**config.mk**
```make
export PLATFORM = sky130hd
export DESIGN_NAME = food_unit
export DESIGN_NICKNAME = d
export VERILOG_FILES = /design/src/rtl/food_unit.sv
export SDC_FILE = /design/constraint.sdc
export NUM_CORES = 1
export LEC_CHECK = 0
export ABC_AREA = 1
export BUFFER_PORTS_ARGS = -buffer_cell sky130_fd_sc_hd__buf_4
export CAP_MARGIN = 20
export CORE_UTILIZATION = 30
export CTS_CLUSTER_DIAMETER = 40
export DETAILED_ROUTE_END_ITERATION = 8
export MAX_ROUTING_LAYER = met4
export SLEW_MARGIN = 20
export SYNTH_ARGS = -nofsm -noshare
export SYNTH_HDL_FRONTEND = slang
export SYNTH_SLANG_ARGS = --single-unit
```
**constraint.sdc**
```tcl
create_clock -name clk -period 3.7 [get_ports clk]
set_input_delay 0.185 -clock clk [delete_from_list [all_inputs] [get_ports clk]]
set_output_delay 0.185 -clock clk [all_outputs]
set_load 0.05 [all_outputs]
```
**src/rtl/food_unit.sv**
```systemverilog
// Food placement and eat detection for the snake game: a free-running Galois
// LFSR proposes grid cells, the first in-grid cell off the head becomes the food.
module food_unit #(
  parameter int          GRID_W = 40,
  parameter int          GRID_H = 30,
  parameter logic [15:0] SEED   = 16'hACE1
) (
  input  logic       clk,
  input  logic       rst,
  input  logic [7:0] head_x,
  input  logic [6:0] head_y,
  input  logic       inc_length_check,
  input  logic       isDead,
  input  logic       food_en,
  input  logic [3:0] cnt_status,
  output logic       length_inc,
  output logic [7:0] food_x,
  output logic [6:0] food_y,
  output logic       food_valid,
  output logic       plot,
  output logic [7:0] plot_x,
  output logic [6:0] plot_y,
  output logic [9:0] score
);

  typedef enum logic {SEEK = 1'b0, HOLD = 1'b1} state_t;

  state_t      state_q, state_d;
  logic [15:0] lfsr_q, lfsr_d;
  logic [7:0]  food_x_q, food_x_d;
  logic [6:0]  food_y_q, food_y_d;
  logic        length_inc_q, length_inc_d;
  logic [9:0]  score_q, score_d;

  logic [5:0]  cx;
  logic [4:0]  cy;
  logic [7:0]  cand_x;
  logic [6:0]  cand_y;
  logic        cand_valid;
  logic        eat_hit;

  assign cx     = lfsr_q[5:0];
  assign cy     = lfsr_q[12:8];
  assign cand_x = {cx, 2'b00};
  assign cand_y = {cy, 2'b00};

  // Food may land on body segments; only the head cell is excluded.
  assign cand_valid = (int'(cx) < GRID_W) && (int'(cy) < GRID_H) &&
                      !((cand_x == head_x) && (cand_y == head_y));

  assign eat_hit = inc_length_check && (head_x == food_x_q) && (head_y == food_y_q);

  always_comb begin
    state_d      = state_q;
    food_x_d     = food_x_q;
    food_y_d     = food_y_q;
    score_d      = score_q;
    length_inc_d = 1'b0;
    lfsr_d       = lfsr_q[0] ? ((lfsr_q >> 1) ^ 16'hB400) : (lfsr_q >> 1);

    if (isDead) begin
      score_d = '0;
      state_d = SEEK;
    end else begin
      case (state_q)
        SEEK: begin
          if (cand_valid) begin
            food_x_d = cand_x;
            food_y_d = cand_y;
            state_d  = HOLD;
          end
        end
        HOLD: begin
          if (eat_hit) begin
            length_inc_d = 1'b1;
            score_d      = (score_q == 10'd1023) ? score_q : score_q + 10'd1;
            state_d      = SEEK;
          end
        end
        default: state_d = SEEK;
      endcase
    end
  end

  always_ff @(posedge clk or negedge rst) begin
    if (!rst) begin
      state_q      <= SEEK;
      lfsr_q       <= SEED;
      food_x_q     <= '0;
      food_y_q     <= '0;
      length_inc_q <= 1'b0;
      score_q      <= '0;
    end else begin
      state_q      <= state_d;
      lfsr_q       <= lfsr_d;
      food_x_q     <= food_x_d;
      food_y_q     <= food_y_d;
      length_inc_q <= length_inc_d;
      score_q      <= score_d;
    end
  end

  assign food_x     = food_x_q;
  assign food_y     = food_y_q;
  assign food_valid = (state_q == HOLD);
  assign length_inc = length_inc_q;
  assign score      = score_q;

  // Zero-latency plot path so pixels line up with the FSM's colour output.
  assign plot   = food_en & food_valid;
  assign plot_x = food_x_q + {6'b0, cnt_status[1:0]};
  assign plot_y = food_y_q + {5'b0, cnt_status[3:2]};

endmodule

```
== After elaboration in Yosys (flattened, before gate mapping) ==
Index checks and enable logic that the tools add are counted.
Widths: inputs -> output; s select.
Storage, ports and cells
  memory bits (read-only): 0
  memories: 0
  latch bits: 0
  input bits: 24
  output and inout port bits: 43
  flip-flop bits (word level): 39
  bits in writable memories: 0
  logic and storage cells: 43
Cells by class
  equal/unequal tests: 6
  $mul: 0
  shift-type cells: 0
  $add $sub $neg: 3
  bitwise logic cells: 4
  reductions and logical operators: 10
  mux-type cells: 12
  magnitude comparators: 2
  div/mod/pow operators: 0
Operator list (number)
  $mux 10: 4
  $eq 8x8->1: 2
  $mux 16: 1
  $eq 7x7->1: 2
  $add 10x1->10 const B: 1
  $eq 10x10->1 const B: 1
  $add 8x2->8: 1
  $add 7x2->7: 1
  $lt 6x6->1 const B: 1
  $mux 1: 6
  $reduce_and 3->1: 2
  $logic_and 1x1->1: 5
  $lt 5x5->1 const B: 1
  $not 3->4: 1
  $reduce_bool 2->1: 2
  $ne 2x2->1 const B: 1
  $not 1->1: 2
  $pmux 1 s2: 1
  $and 1x1->1: 1
  $logic_not 1->1: 1

== Logic depth before layout (Yosys ltp) ==
  word-level depth: 7
  mapped depth: 12
  mapped depth without buffers: 10

== Least setup slack after synthesis ==
OpenSTA, ideal clock, no wires.
  path type: reg2reg
  start: reg score_q[0] (netlist: score[0])
  end: reg score_q[0] (netlist: score[0])
  clock period less this slack: 1816 ps
  setup time: 119 ps
  setup slack: 1884 ps
  path buffers: 0
  data required time: 3581 ps
  cell stages (with the launch flop): 11
  data arrival time: 1697 ps
  cells stage by stage: dfrtp_1 ha_1 nand2_1 inv_1 nand2_2 nor2_2 nand3_1 nand3_2 nand2_2 nand2_1 nand2_1
Between the ends
  word-level cells in the longest chain between the ends: 5
  elaborated cells on any way between the ends: 8
  those cells by class: add/sub (1); eq/ne (2); mux (4); reduce/logical (1)
RTL lines
  start: declaration: RTL line 33  | logic [9:0] score_q, score_d;
  start signal: assignment: RTL line 99  | score_q <= score_d;
  $add 10x1->10: RTL line 76  | score_d = (score_q == 10'd1023) ? score_q : score_q + 10'd1;
  $mux 10: RTL line 76
  $mux 10: RTL line 74  | if (eat_hit) begin
  $mux 10: RTL line 65  | case (state_q)
  $mux 10: RTL line 61  | if (isDead) begin
Parallel ways exist; a longest one is shown, timed or not. The select of a mux whose other input is x is not followed.
A chain may end at the register's enable or synchronous reset.

== Worst setup path in the final report ==
  start: reg state_q (netlist: food_valid)
  end: reg food_x_q[2] (netlist: food_x[2])
Between the ends
  word-level cells in the longest chain between the ends: 2
RTL lines
  start: declaration: RTL line 28  | state_t state_q, state_d;
  start signal: assignment: RTL line 94  | state_q <= state_d;
  $not 1->1 (no source line)
  $reduce_and 3->1 (no source line)
  end signal: assignment: RTL line 96  | food_x_q <= food_x_d;
  end: declaration: RTL line 30  | logic [7:0] food_x_q, food_x_d;
No other way between the ends.

==> results.json <==
{
  "status": "finished clean",
  "grt_max_degree": 40,
  "postSynthCellCount": 324,
  "ys_seq_elements": 39,
  "crit_buf_inv": 0,
  "holdWs_ps": 167,
  "diodes": 0,
  "total_leakage_power_uw": 0.00147,
  "period_minus_slack_ps": 1860,
  "ys_types": 26,
  "worst_pin_slew_ps": 913,
  "htreeDepth": 2,
  "critPathMaxFanout": 12,
  "num_vias": 2048,
  "fmax_mhz": 538,
  "cp_slowest_cell": "nor2_1",
  "crit_path_start_kind": "register",
  "dp_slack_ps": 1870,
  "synth.area.top_cells": "dfrtp_1 33%, nand2_1 19%, dfstp_2 9.0%",
  "synth_most_common_cell": "nand2_1",
  "cts_setup_buffers": 0,
  "relSlewSlack_pct": 38.9,
  "die_w_um": 90.0,
  "design_area_um2": 2800,
  "setup_slack_ps": 1840,
  "rsz0062_at_grt": "no",
  "vias_per_cell": 4.42,
  "rr_worst_depth": 4,
  "grt_pass1_wl_um": 9270,
  "synth_top_flop_cell": "dfrtp_1",
  "first_global_vias": 1818,
  "drive_gt1_share_pct": 22.0,
  "cp.arrival_ps": 2040,
  "avgSynthCellArea_um2": 7.18,
  "nFillCells": 802,
  "hp-class": "primary input to register",
  "cp_num_cells": 4,
  "syn-cell-area_um2": 2320,
  "cts_buffers": 5,
  "first_iter_violations": 111,
  "rrSetupSlack_ps": 1840,
  "place_hpwl_um": 4160,
  "clock_path_buffers": 2,
  "place.gp.congestion": 0.833,
  "required_ps": 3880,
  "rr_startpoint": "food_valid$_DFF_PN0_",
  "cts_sinks": 39,
  "final.period_utilization_pct": 50.2,
  "power-per-cell-area_nw_per_um2": 323,
  "final.setup.tns_ps": 0,
  "slowest_delay_ps": 710,
  "start_util_pct": 31.5,
  "synth_async_sr_flop_share_pct": 100,
  "seq_area_frac_synth_pct": 42.4,
  "synth_top_cell_by_area": "dfrtp_1",
  "synth.top_cell.area_share_pct": 33.4,
  "row_count": 31,
  "clock_latency_ps": 290,
  "remaining_drc_errors": 0,
  "max-cap-violations": 0,
  "postPlaceCellArea_um2": 2680,
  "root_buffer": "clkbuf_8",
  "cp_cell_sequence": "nor2_1, nand3_2, nand2_1, nand2_1",
  "crit_start": "food_valid$_DFF_PN0_",
  "num-nets-final": 388,
  "slew_viol_final": 0,
  "port_buffers": 54,
  "antenna_found_initial": 0,
  "crit_end": "food_x[2]$_DFFE_PN0P_",
  "dieHeight_um": 90.0,
  "synth_common_cells": "119 x nand2_1, 36 x inv_1, 35 x nor2_1, 31 x dfrtp_1, 21 x buf_4",
  "firstDrtPassIters": 4,
  "placeableCoreArea_um2": 7370,
  "synth_edf_count": 0,
  "ir_worst_vdd_v": 0.000133,
  "reg2reg_to": "food_x[2]$_DFFE_PN0P_",
  "skew_ps": 5.25,
  "crit_type": "register to register",
  "drt-total-wl_um": 5680,
  "boundaryPins": 67,
  "p_total_uw": 903,
  "grt-ovfl-total": 0,
  "clk_pin_slew_worst_paths_ps": 70,
  "critPathTopFamily": "simple AND/OR/NAND/NOR gates",
  "grt_util_all_layers_pct": 14.7,
  "cts_tree": "built",
  "path_common_cell": "nand2_1",
  "ctsResizeCount": 0,
  "die-area_um2": 8110,
  "cts_hold_buffers": 1,
  "area_growth_pct": 20.2,
  "ant_nets": 0,
  "finalSetupViolCount": 0,
  "yosys_warnings": 0,
  "end_kind": "register",
  "wl_per_cell_um": 12.3,
  "finalHoldViolCount": 0
}
layout make-up:
cell class              instances  area (um^2)  area share [%]
flip-flops and latches         39          986            35.3
clock inverters                 2         37.5            1.34
well taps                      99          124            4.43
clock buffers                   6         72.6            2.60
inverters                      38          143            5.10
repair buffers                 56          423            15.1
multi-input cells             223         1010            36.1
cell usage in the layout (no fill, tap or decap):
| cell type | instances |
|---|---|
| conb_1 | 4 |
| dfstp_2 | 8 |
| o21ai_0 | 4 |
| nor3b_1 | 1 |
| clkbuf_8 | 5 |
| nor3_1 | 5 |
| nand3_1 | 14 |
| inv_1 | 36 |
| o21bai_1 | 1 |
| dfrtp_1 | 31 |
| nor2_1 | 35 |
| clkbuf_1 | 1 |
| nand3b_1 | 1 |
| nand2_1 | 119 |
| nand3_2 | 2 |
| nand2_2 | 3 |
| ha_1 | 1 |
| clkinvlp_4 | 1 |
| nand4_1 | 13 |
| a21oi_1 | 5 |
| dlygate4sd3_1 | 1 |
| inv_2 | 2 |
| xnor2_1 | 6 |
| buf_4 | 55 |
| xor2_1 | 5 |
| bufinv_16 | 1 |
| o22ai_1 | 1 |
| nor2_2 | 3 |
cells by family after synthesis:
kind of cell               after synthesis  synth area share, %
other                                    1                0.161
adders and majority gates                1                0.538
DFF                                     39                 42.4
and+or+nand+nor                        196                 35.6
AOI/OAI and AO/OA                       11                 2.53
xor gates and xnor gates                11                 4.14
buffers and inverters                   65                 14.6
stage by stage:
step           std cells  util [%]
4_1_cts              463      37.9
2_1_floorplan        327         -
6_report             463      37.9
5_1_grt              463      37.9
3_5_place_dp         454      36.3
3_3_place_gp         454      36.3
power by group:
part / internal [uW] / switching (uW)
logic: 36.6 / 77.4
registers: 431 / 5.79
clock network: 201 / 151
total: 669 / 235
registers in the layout, indices dropped and copies added, names as in the netlist:
signal      flops
food_x          6
food_y          5
score          10
food_valid      1
lfsr_q         16
length_inc      1
worst reg2reg max path, cell delays in order (launching register included):
cell	delay, ps
dfrtp_1	440
nor2_1	710
nand3_2	400
nand2_1	150
nand2_1	50
metal layers:
layer / part of all wire [%] / global-route usage (%)
met5: 0 / -
met4: 1.0 / 4.03
met3: 4.7 / 3.05
met2: 46 / 22.0
met1: 48 / 20.1
how the worst min path moves through the flow:
stage                            to    from  slack [ps]  cells after the start
4_1_cts        length_inc$_DFF_PN0_  isDead         170                      2
3_5_place_dp   lfsr_q[14]$_DFF_PN0_     rst         200                      1
6_report       length_inc$_DFF_PN0_  isDead         170                      2
5_1_grt        length_inc$_DFF_PN0_  isDead         170                      2
3_3_place_gp    lfsr_q[1]$_DFF_PN0_     rst         190                      1
2_1_floorplan  food_valid$_DFF_PN0_     rst        -110                      0
Note: power is estimated with default switching activity, not from simulation.
